<file path="src/rtl/prior_lock_arbiter.sv">
// prior_lock_arbiter: packet arbiter that selects one requester in fixed-priority
// or round-robin mode. Once the head flit of a multi-flit packet is accepted, it
// holds the grant on that requester until the tail flit is accepted.
// Grant is combinational from the request inputs. Lock state and the RR pointer
// are registered.
module prior_lock_arbiter #(
    parameter int N_OF_INPUTS = 2,
    parameter int RR_MODE     = 1,
    parameter int IDX_W       = (N_OF_INPUTS > 1) ? $clog2(N_OF_INPUTS) : 1
) (
    input  logic                   clk,
    input  logic                   rst,
    input  logic [N_OF_INPUTS-1:0] req_i,
    input  logic [N_OF_INPUTS-1:0] tail_i,
    input  logic                   ready_i,
    output logic [N_OF_INPUTS-1:0] grant_o,
    output logic [IDX_W-1:0]       grant_idx_o,
    output logic                   valid_o,
    output logic                   locked_o
);

    localparam logic [IDX_W:0]   N_EXT = N_OF_INPUTS[IDX_W:0];
    localparam logic [IDX_W-1:0] LAST  = IDX_W'(N_OF_INPUTS - 1);

    typedef enum logic {IDLE = 1'b0, LOCKED = 1'b1} state_t;

    state_t                   state, state_nx;
    logic [IDX_W-1:0]         lock_idx, lock_nx;
    logic [IDX_W-1:0]         rr_ptr, ptr_nx;

    logic [IDX_W-1:0]         scan_base;
    logic [N_OF_INPUTS-1:0]   req_rot;
    logic [IDX_W-1:0]         win_off;
    logic [IDX_W:0]           win_sum;
    logic [IDX_W-1:0]         win_idx;
    logic                     win_any;
    logic                     win_tail;
    logic                     own_req;
    logic                     own_tail;
    logic                     g_en;
    logic [IDX_W-1:0]         g_idx;
    logic [N_OF_INPUTS-1:0]   grant_c;

    // Increment an index, wrapping N-1 to 0 so the pointer never reaches N.
    function automatic logic [IDX_W-1:0] wrap_inc(input logic [IDX_W-1:0] x);
        if (x == LAST)
            return '0;
        else
            return x + 1'b1;
    endfunction

    // In fixed mode, the scan always starts at index 0.
    assign scan_base = (RR_MODE != 0) ? rr_ptr : '0;

    // Rotate the requests so that the scan start sits at bit 0.
    always_comb begin
        req_rot = '0;
        for (int i = 0; i < N_OF_INPUTS; i++) begin
            for (int s = 0; s < N_OF_INPUTS; s++) begin
                if (scan_base == IDX_W'(s))
                    req_rot[i] = req_i[(i + s) % N_OF_INPUTS];
            end
        end
    end

    // Find the first set request at or after the scan start and map it back to
    // an absolute index, modulo N.
    always_comb begin
        win_any = |req_i;
        win_off = '0;
        for (int i = N_OF_INPUTS - 1; i >= 0; i--) begin
            if (req_rot[i])
                win_off = IDX_W'(i);
        end
        win_sum = {1'b0, scan_base} + {1'b0, win_off};
        if (win_sum >= N_EXT)
            win_sum = win_sum - N_EXT;
        win_idx = win_sum[IDX_W-1:0];
    end

    // Select the tail flag of the IDLE winner, and the request and tail flags of
    // the lock owner.
    always_comb begin
        win_tail = 1'b0;
        own_req  = 1'b0;
        own_tail = 1'b0;
        for (int i = 0; i < N_OF_INPUTS; i++) begin
            if (win_idx == IDX_W'(i))
                win_tail = tail_i[i];
            if (lock_idx == IDX_W'(i)) begin
                own_req  = req_i[i];
                own_tail = tail_i[i];
            end
        end
    end

    // Register the state, the lock owner and the RR pointer. Reset abandons any
    // packet in flight.
    always_ff @(posedge clk) begin
        if (rst) begin
            state    <= IDLE;
            lock_idx <= '0;
            rr_ptr   <= '0;
        end else begin
            state    <= state_nx;
            lock_idx <= lock_nx;
            rr_ptr   <= ptr_nx;
        end
    end

    // Compute the next state and the grant selection.
    // - IDLE: a head flit without a tail takes the lock.
    // - LOCKED: the tail flit releases the lock.
    always_comb begin
        state_nx = state;
        lock_nx  = lock_idx;
        ptr_nx   = rr_ptr;
        valid_o  = 1'b0;
        g_en     = 1'b0;
        g_idx    = '0;
        case (state)
            IDLE: begin
                g_en    = win_any;
                g_idx   = win_any ? win_idx : '0;
                valid_o = win_any;
                if (win_any && ready_i) begin
                    if (win_tail) begin
                        if (RR_MODE != 0)
                            ptr_nx = wrap_inc(win_idx);
                    end else begin
                        state_nx = LOCKED;
                        lock_nx  = win_idx;
                    end
                end
            end
            LOCKED: begin
                // Hold the grant on the owner even through bubbles.
                g_en    = 1'b1;
                g_idx   = lock_idx;
                valid_o = own_req;
                if (own_req && ready_i && own_tail) begin
                    state_nx = IDLE;
                    if (RR_MODE != 0)
                        ptr_nx = wrap_inc(lock_idx);
                end
            end
            default: state_nx = IDLE;
        endcase
    end

    // Decode the selected index into a one-hot grant.
    always_comb begin
        grant_c = '0;
        for (int i = 0; i < N_OF_INPUTS; i++)
            grant_c[i] = g_en && (g_idx == IDX_W'(i));
    end

    // With a single input, the grant simply mirrors the request.
    generate
        if (N_OF_INPUTS == 1) begin : g_single
            assign grant_o = req_i;
        end else begin : g_multi
            assign grant_o = grant_c;
        end
    endgenerate

    assign grant_idx_o = g_idx;
    assign locked_o    = (state == LOCKED);

endmodule
</file>
<file path="config.mk">
export PLATFORM = sky130hd
export DESIGN_NAME = prior_lock_arbiter
export DESIGN_NICKNAME = d
export VERILOG_FILES = /design/src/rtl/prior_lock_arbiter.sv
export SDC_FILE = /design/constraint.sdc
export NUM_CORES = 1
export LEC_CHECK = 0
export ABC_AREA = 1
export BUFFER_PORTS_ARGS = -buffer_cell sky130_fd_sc_hd__buf_2
export CAP_MARGIN = 30
export CORE_AREA = 5 5 42 44
export CTS_BUF_LIST = sky130_fd_sc_hd__clkbuf_16
export CTS_CLUSTER_SIZE = 20
export DETAILED_ROUTE_END_ITERATION = 8
export DIE_AREA = 0 0 47 49
export MAX_ROUTING_LAYER = met4
export PLACE_DENSITY = 0.5
export SLEW_MARGIN = 5
export SYNTH_ARGS = -nofsm -noshare
export SYNTH_HDL_FRONTEND = slang
export SYNTH_SLANG_ARGS = --single-unit
</file>
<file path="constraint.sdc">
create_clock -name clk -period 0.9 [get_ports clk]
set_input_delay 0.045 -clock clk [delete_from_list [all_inputs] [get_ports clk]]
set_output_delay 0.045 -clock clk [all_outputs]
set_load 0.01 [all_outputs]
</file>
# Word level (Yosys, flattened, before mapping)
# Cells that the tools add are included.
totals:
  word_cells: 44
  register_bits: 3
  input_bits: 7
  output_inout_bits: 5
classes:
  add_sub_neg: 4
  n_lt_le_gt_ge: 1
  eq_ne: 3
  bitwise: 3
  n_reduce_logical: 8
  n_mux: 22
ops:
  columns: ["cell", "count"]
  rows:
  - ["2-to-1 mux 1 bit", 17]
  - ["case mux 1 bit (2 select lines)", 5]
  - ["AND reduction 3 bit", 2]
  - ["logical AND 1 bit", 5]
  - ["inequality test 2 bit (second input constant)", 2]
  - ["inverter 1 bit", 3]
  - ["adder 1 bit (second input constant)", 2]
  - ["adder 1 x 1 -> 2 bit", 1]
  - ["greater-or-equal comparator 2 bit (second input constant)", 1]
  - ["inequality test 2 x 1 -> 1 bit (second input constant)", 1]
  - ["OR reduction 2 bit", 1]
  - ["subtractor 1 bit (second input constant)", 1]

# Depth between registers and ports, before layout
# Gate-level depths: netlist (run 1).
depth:
  ltp_word: 11
  depth_mapped: 10
  ltp_nobuf: 10

# Least setup slack after synthesis (run 1)
# OpenSTA, ideal clock, no wires.
synth_path:
  path_type: "reg-to-output"
  startpoint: "register state, in the netlist locked_o"
  endpoint: "output port grant_o[0]"
  path_buffers: 0
  path_stages_with_launch: 5
  arrival_ns: 1.059
  setup_slack_ns: -0.204
  required_time_ns: 0.855
  path_cell_list: "dfxtp_1 > inv_1 > nand2_1 > o21ai_0 > a21oi_1"
synth_via:
  elab_chain_cells: 4
  elab_cells_between_ends: 5
  cone_classes: "mux: 2; bitwise: 2; reduce/logical: 1"
synth_rtl:
  columns: ["element", "line", "rtl"]
  rows:
  - ["start: declaration", "27", "state_t state, state_nx;"]
  - ["start signal: assignment", "105", "state <= state_nx;"]
  - ["inverter 1 bit (no line)", null, null]
  - ["case mux 1 bit (2 select lines) *", "121", "case (state)"]
  - ["named net grant_idx_o", "17", "output logic [IDX_W-1:0] grant_idx_o,"]
  - ["inverter 1 bit *", "155", "grant_c[i] = g_en && (g_idx == IDX_W'(i));"]
  - ["logical AND 1 bit *", "155", null]
  - ["end: declaration", "16", "output logic [N_OF_INPUTS-1:0] grant_o,"]
# The timed path passes the listed nets; every way through them passes the cells marked *.

# Worst setup path in the final report (run 1)
layout_path:
  startpoint: "register rr_ptr"
  endpoint: "output port grant_o[0]"
layout_via:
  elab_chain_cells: 10
  elab_cells_between_ends: 12
  cone_classes: "add/sub: 2; order compare: 1; mux: 7; bitwise: 1; reduce/logical: 1"
layout_rtl:
  columns: ["element", "line", "rtl"]
  rows:
  - ["start: declaration", "29", "logic [IDX_W-1:0] rr_ptr, ptr_nx;"]
  - ["start signal: assignment", "107", "rr_ptr <= ptr_nx;"]
  - ["2-to-1 mux 1 bit", "60", "if (scan_base == IDX_W'(s))"]
  - ["2-to-1 mux 1 bit (2 in series)", "72", "if (req_rot[i])"]
  - ["adder 1 x 1 -> 2 bit *", "75", "win_sum = {1'b0, scan_base} + {1'b0, win_off};"]
  - ["greater-or-equal comparator 2 bit or subtractor 1 bit (tied branches)", "76, 77", null]
  - ["2-to-1 mux 1 bit *", "76", "if (win_sum >= N_EXT)"]
  - ["2-to-1 mux 1 bit *", "124", "g_idx = win_any ? win_idx : '0;"]
  - ["case mux 1 bit (2 select lines) *", "121", null]
  - ["inverter 1 bit *", "155", null]
  - ["logical AND 1 bit *", "155", null]
# Mark *: on every way between the ends. The rest lies on a longest branch, timed or not.

==> impl_metrics.env, run 1 <==
export IMPL_ir_drop_uv=1210
export IMPL_status="finished, violations left"
export IMPL_max_freq_mhz=825
export IMPL_die_h_um=49
export IMPL_cts_htree_levels=1
export IMPL_drtAntennaViolNets=0
export IMPL_violations="negative setup slack"
export IMPL_grt_pass1_vias=355
export IMPL_r2r_setup_slack_ns=-0.24
export IMPL_globalRouteMet1Util_pct=9.37
export IMPL_maxSlewViolCount=0
export IMPL_gp_congestion=0.750
export IMPL_cts_buffers_inserted=3
export IMPL_crit_path_max_fanout=3
export IMPL_max_slew_margin_rel_pct=87.4
export IMPL_p_total_mw=1.19
export IMPL_period_share_pct=135
export IMPL_ys_warn_count=0
export IMPL_clock_path_buffers=2
export IMPL_antenna_found_initial=0
export IMPL_dpl_worst_slack_ns=-0.134
export IMPL_first_iter_violations=2
export IMPL_wirelength_um=844
export IMPL_hold_violations=0
export IMPL_register_area_um2=61.3
export IMPL_startpoint_type="register"
export IMPL_clk_pin_slew_ns=0.03
export IMPL_fin_util_pct=43.1
export IMPL_whs_path_depth=4
export IMPL_rsz0062_at_grt="yes"
export IMPL_criticalPathCategory="reg2out"
export IMPL_syn_inst=50
export IMPL_reg2regPathDepth=11
export IMPL_setup_violations=7
export IMPL_synth_seq_cells=3
export IMPL_viasPerCell=4.07
export IMPL_drtPass1Iterations=2
export IMPL_powerDensity_nw_per_um2=1970
export IMPL_clock_sinks=3
export IMPL_nets=88
export IMPL_holdCritPathClass="in2reg"
export IMPL_dp_cells=88
export IMPL_grt_pass1_wl_um=1370
export IMPL_layout_drive_gt1_share_pct=60.0
export IMPL_synth_area_per_cell_um2=5.43
export IMPL_ioPinCount=12
export IMPL_worst_slew_pin_slew_ns=0.188
export IMPL_end_kind="output port"
export IMPL_io_buffer_count=11
export IMPL_n_antenna_cell=0
export IMPL_whs_ns=0.208
export IMPL_drc_errors=0
export IMPL_syn_cell_area_um2=272
export IMPL_min_period_ns=1.21
export IMPL_via_count=391
export IMPL_die_w_um=47
export IMPL_synth_nets=57
export IMPL_fin_ws_ns=-0.312
export IMPL_grt_use_met2_pct=12.9
export IMPL_yosysUniqueCellTypes=11
export IMPL_row_count=14
export IMPL_grt_max_degree=7
export IMPL_maxCapViolCount=0
export IMPL_p_leak_nw=0.337
export IMPL_finClkSkew_ns=0.00340
export IMPL_grtUsageTotal_pct=8.93
export IMPL_cts_tree="yes"
export IMPL_start_util_pct=19.4
export IMPL_cts_root_buf="clkbuf_16"
export IMPL_cp_arrival_ns=1.17
export IMPL_yosysSeqAreaShare_pct=22.1
export IMPL_area_growth_pct=123
export IMPL_overflow=0
export IMPL_clock_latency_ns=0.22
export IMPL_fin_cells=96
export IMPL_use_met3_pct=2.21
export IMPL_dieArea_um2=2300
export IMPL_core_area_um2=1400
export IMPL_required_ns=0.85
export IMPL_multi_input_area_um2=234
export IMPL_fillCellCount=158
export IMPL_busiest_layer="met2"
export IMPL_wire_per_inst_um=8.79
export IMPL_dp_hpwl_um=654
[cell families after synthesis]
group | synth area share [%]
compound gates | 7.37
buf+inv | 11.1
flops | 22.1
simple gates | 59.4
[state kept, by name (all words and copies together) (netlist names)]
register / count
lock_idx: 1
locked_o: 1
rr_ptr: 1
[through the flow]
stage	setup TNS [ns]	instance area, um2
CTS	-1.75	596
global route	-2.20	604
floorplan	-0.236	280
global placement	-0.566	438
detailed placement	-0.643	438
finish	-1.67	604
[synthesized netlist by cell type]
master,instances,area (um2)
dfxtp_1,3,60.1
nor2_2,1,6.26
nand2_4,1,11.3
a21oi_1,2,10.0
o21ai_0,2,10.0
inv_1,8,30.0
nand2_1,18,67.6
nand3_1,6,30.0
nand4_1,1,6.26
nand2_2,4,25.0
nor2_1,4,15.0
[worst paths after layout]
check                 startpoint                    end
max          rr_ptr$_SDFFE_PP0P_             grant_o[0]
min                      ready_i    locked_o$_SDFF_PP0_
max reg2reg  rr_ptr$_SDFFE_PP0P_  lock_idx$_SDFFE_PP0P_
min reg2reg  rr_ptr$_SDFFE_PP0P_    rr_ptr$_SDFFE_PP0P_
[cell type report]
class | instances | share of cell area (%)
Timing Repair Buffer | 26 | 29.8
Clock inverter | 1 | 0.621
Inverter | 8 | 4.97
Tap cell | 16 | 3.31
Clock buffer | 3 | 12.4
Sequential cell | 3 | 10.1
Multi-Input combinational cell | 39 | 38.7
[worst max-delay path: stages, from the launching register on]
cell     delay (ns)
dfxtp_2        0.33
nand2_2        0.05
nand2_2        0.09
nand2_4        0.05
buf_6          0.12
o21ai_4        0.14
a21oi_2        0.04
buf_2          0.13
[placed cells by master, fill, tap and decap left out, types with 3 or more instances in the layout]
cell and n:
nand3_2 3, buf_2 10, clkbuf_16 3, nand2_2 6, nand2_1 15, inv_1 7
nand3_1 3, nor2_1 3, buf_4 13
[per-layer routing]
metal,routed length [um],vias up
li1,-,215
met5,0,-
met4,36,0
met2,408,11
met1,338,161
met3,60,4
[where the power goes]
| part | total, mW | switching, mW | internal, mW | leakage, nW |
|---|---|---|---|---|
| Combinational | 0.333 | 0.165 | 0.169 | 0.269 |
| Clock | 0.697 | 0.123 | 0.573 | 0.0423 |
| Sequential | 0.160 | 0.0108 | 0.149 | 0.0251 |
[repair_timing]
item,4_1_cts,5_1_grt
pin swaps,4,0
setup buffers,3,0
endpoints found under the hold margin,1,0
resized for setup,12,4
hold buffers,1,0
setup endpoints to repair,7,7
Note: power is estimated with default switching activity, not from simulation.
==> inputs of run 2 (changes only) <==
PLACE_DENSITY = 0.49   (was 0.5)
clock period = 1.3 ns   (was 0.9 ns; I/O delays follow)
==> impl_metrics.env, run 2 (synthesis results as in run 1) <==
export IMPL_status="complete, no violations"
export IMPL_nets=73
export IMPL_wl_met1_um=321
export IMPL_wire_per_inst_um=8.84
export IMPL_startpoint_type="register"
export IMPL_grt_max_degree=7
export IMPL_dp_hpwl_um=589
export IMPL_io_buffer_count=11
export IMPL_grt_pass1_wl_um=1210
export IMPL_wl_met2_um=279
export IMPL_p_leak_nw=0.248
export IMPL_viasPerCell=4.07
export IMPL_cp_arrival_ns=1.13
export IMPL_cts_buffers_inserted=3
export IMPL_highest_layer="met4"
export IMPL_r2r_setup_slack_ns=0.25
export IMPL_core_area_um2=1400
export IMPL_area_growth_pct=56.7
export IMPL_clock_path_buffers=2
export IMPL_grtUsageTotal_pct=7.87
export IMPL_fillCellCount=171
export IMPL_wirelength_um=716
export IMPL_rsz0062_at_grt="no"
export IMPL_hold_buffers=0
export IMPL_cts_htree_levels=1
export IMPL_via_count=330
export IMPL_path_cells="inv_2 > nand2_1 > o21ai_1 > a21oi_1 > buf_2"
export IMPL_fin_setup_tns_ns=0
export IMPL_grt_pass1_vias=316
export IMPL_ioPinCount=12
export IMPL_clock_latency_ns=0.22
export IMPL_register_area_um2=60.1
export IMPL_criticalPathCategory="reg2out"
export IMPL_whs_path_depth=2
export IMPL_period_share_pct=91.8
export IMPL_powerDensity_nw_per_um2=1700
export IMPL_maxCapViolCount=0
export IMPL_die_h_um=49
export IMPL_worst_slew_pin_slew_ns=0.132
export IMPL_cp_slowest_cell="dfxtp_1"
export IMPL_dieArea_um2=2300
export IMPL_required_ns=1.24
export IMPL_drtPass1Iterations=4
export IMPL_cts_tree="yes"
export IMPL_end_kind="output port"
export IMPL_r2r_start="rr_ptr$_SDFFE_PP0P_"
export IMPL_antenna_found_initial=0
export IMPL_clock_sinks=3
export IMPL_hp_start="rst"
export IMPL_drtAntennaViolNets=0
export IMPL_maxSlewViolCount=0
export IMPL_n_antenna_cell=0
export IMPL_overflow=0
export IMPL_wl_met3_um=77
export IMPL_finClkSkew_ns=0.00116
export IMPL_multi_input_area_um2=181
export IMPL_final_cell_mix="18 x nand2_1, 11 x buf_2, 8 x inv_1"
export IMPL_slowest_delay_ns=0.37
export IMPL_holdCritPathClass="in2reg"
export IMPL_start_util_pct=19.4
export IMPL_ir_drop_uv=885
export IMPL_die_w_um=47
export IMPL_first_iter_violations=10
export IMPL_row_count=14
export IMPL_hold_path_end="locked_o$_SDFF_PP0_"
export IMPL_layout_commonest_cell="nand2_1"
export IMPL_cts_root_buf="clkbuf_16"
export IMPL_max_freq_mhz=838
export IMPL_layout_drive_gt1_share_pct=32.3
export IMPL_max_slew_margin_rel_pct=91.1
export IMPL_p_total_mw=0.725
export IMPL_drc_errors=0
export IMPL_timing_rr_end="lock_idx$_SDFFE_PP0P_"
export IMPL_crit_path_max_fanout=6
export IMPL_setup_violations=0
export IMPL_cts_setup_buffers=0
export IMPL_min_period_ns=1.19
export IMPL_reg2regPathDepth=9
export IMPL_hold_violations=0
export IMPL_clk_pin_slew_ns=0.03
export IMPL_gp_congestion=0.728
==> run 2: cell count changes in the layout (fill, tap and decap cells not counted), sizes merged <==
cell,change
buf,-14
dlygate4sd3,-1
==> run 2: area by class of cell <==
| cell class | instances | share of cell area [%] |
|---|---|---|
| multi-input combinational | 39 | 42.6 |
| clock inverter | 1 | 0.882 |
| sequential | 3 | 14.1 |
| tap | 16 | 4.71 |
| timing repair buffer | 11 | 12.9 |
| inverter | 8 | 7.06 |
| clock buffer | 3 | 17.6 |
==> run 2: repair_timing <==
item / CTS / global route
resized for setup: 1 / 1
endpoints found under the setup margin: 1 / 2
gates cloned: 0 / 0
==> run 2: report_power, final <==
part | internal [mW] | leakage [nW] | total [mW] | switching, mW
Combinational | 0.0520 | 0.181 | 0.135 | 0.0825
Clock | 0.397 | 0.0423 | 0.480 | 0.0835
Sequential | 0.103 | 0.0247 | 0.110 | 0.00775
==> run 2: worst max path at each step <==
| stage | startpoint | end | slack [ns] |
|---|---|---|---|
| 2_1_floorplan | locked_o$_SDFF_PP0_ | grant_o[0] | 0.18 |
| 3_3_place_gp | locked_o$_SDFF_PP0_ | grant_o[0] | 0.23 |
| 4_1_cts | locked_o$_SDFF_PP0_ | grant_o[0] | 0.05 |
| 3_5_place_dp | locked_o$_SDFF_PP0_ | grant_o[0] | 0.22 |
| 5_1_grt | locked_o$_SDFF_PP0_ | grant_o[0] | 0.001 |
| 6_report | locked_o$_SDFF_PP0_ | grant_o[0] | 0.11 |
==> run 2: worst max-delay path: cells and delay by family (launching register included) <==
family                 cells  cell delay [ns]
flip-flops                 1             0.37
buffers and inverters      2             0.23
AO/OA/AOI/OAI              2             0.20
AND/OR/NAND/NOR            1             0.10
==> run 2: routing by layer <==
| metal | up-vias | global-route usage, % |
|---|---|---|
| met4 | 0 | 8.29 |
| li1 | 186 | - |
| met2 | 15 | 8.60 |
| met5 | - | - |
| met1 | 124 | 10.3 |
| met3 | 5 | 2.21 |
==> run 2: through the flow <==
stage | setup WS [ns] | cell area (um2) | hold WS, ns | util (%) | cells
global route | 0.00119 | 425 | 0.0293 | 30.4 | 81
floorplan | 0.176 | 272 | 0.134 | - | 50
global placement | 0.234 | 347 | 0.239 | 24.7 | 77
detailed placement | 0.220 | 347 | 0.239 | 24.7 | 77
finish | 0.107 | 425 | 0.0109 | 30.4 | 81
CTS | 0.0545 | 425 | 0.00545 | 30.4 | 81
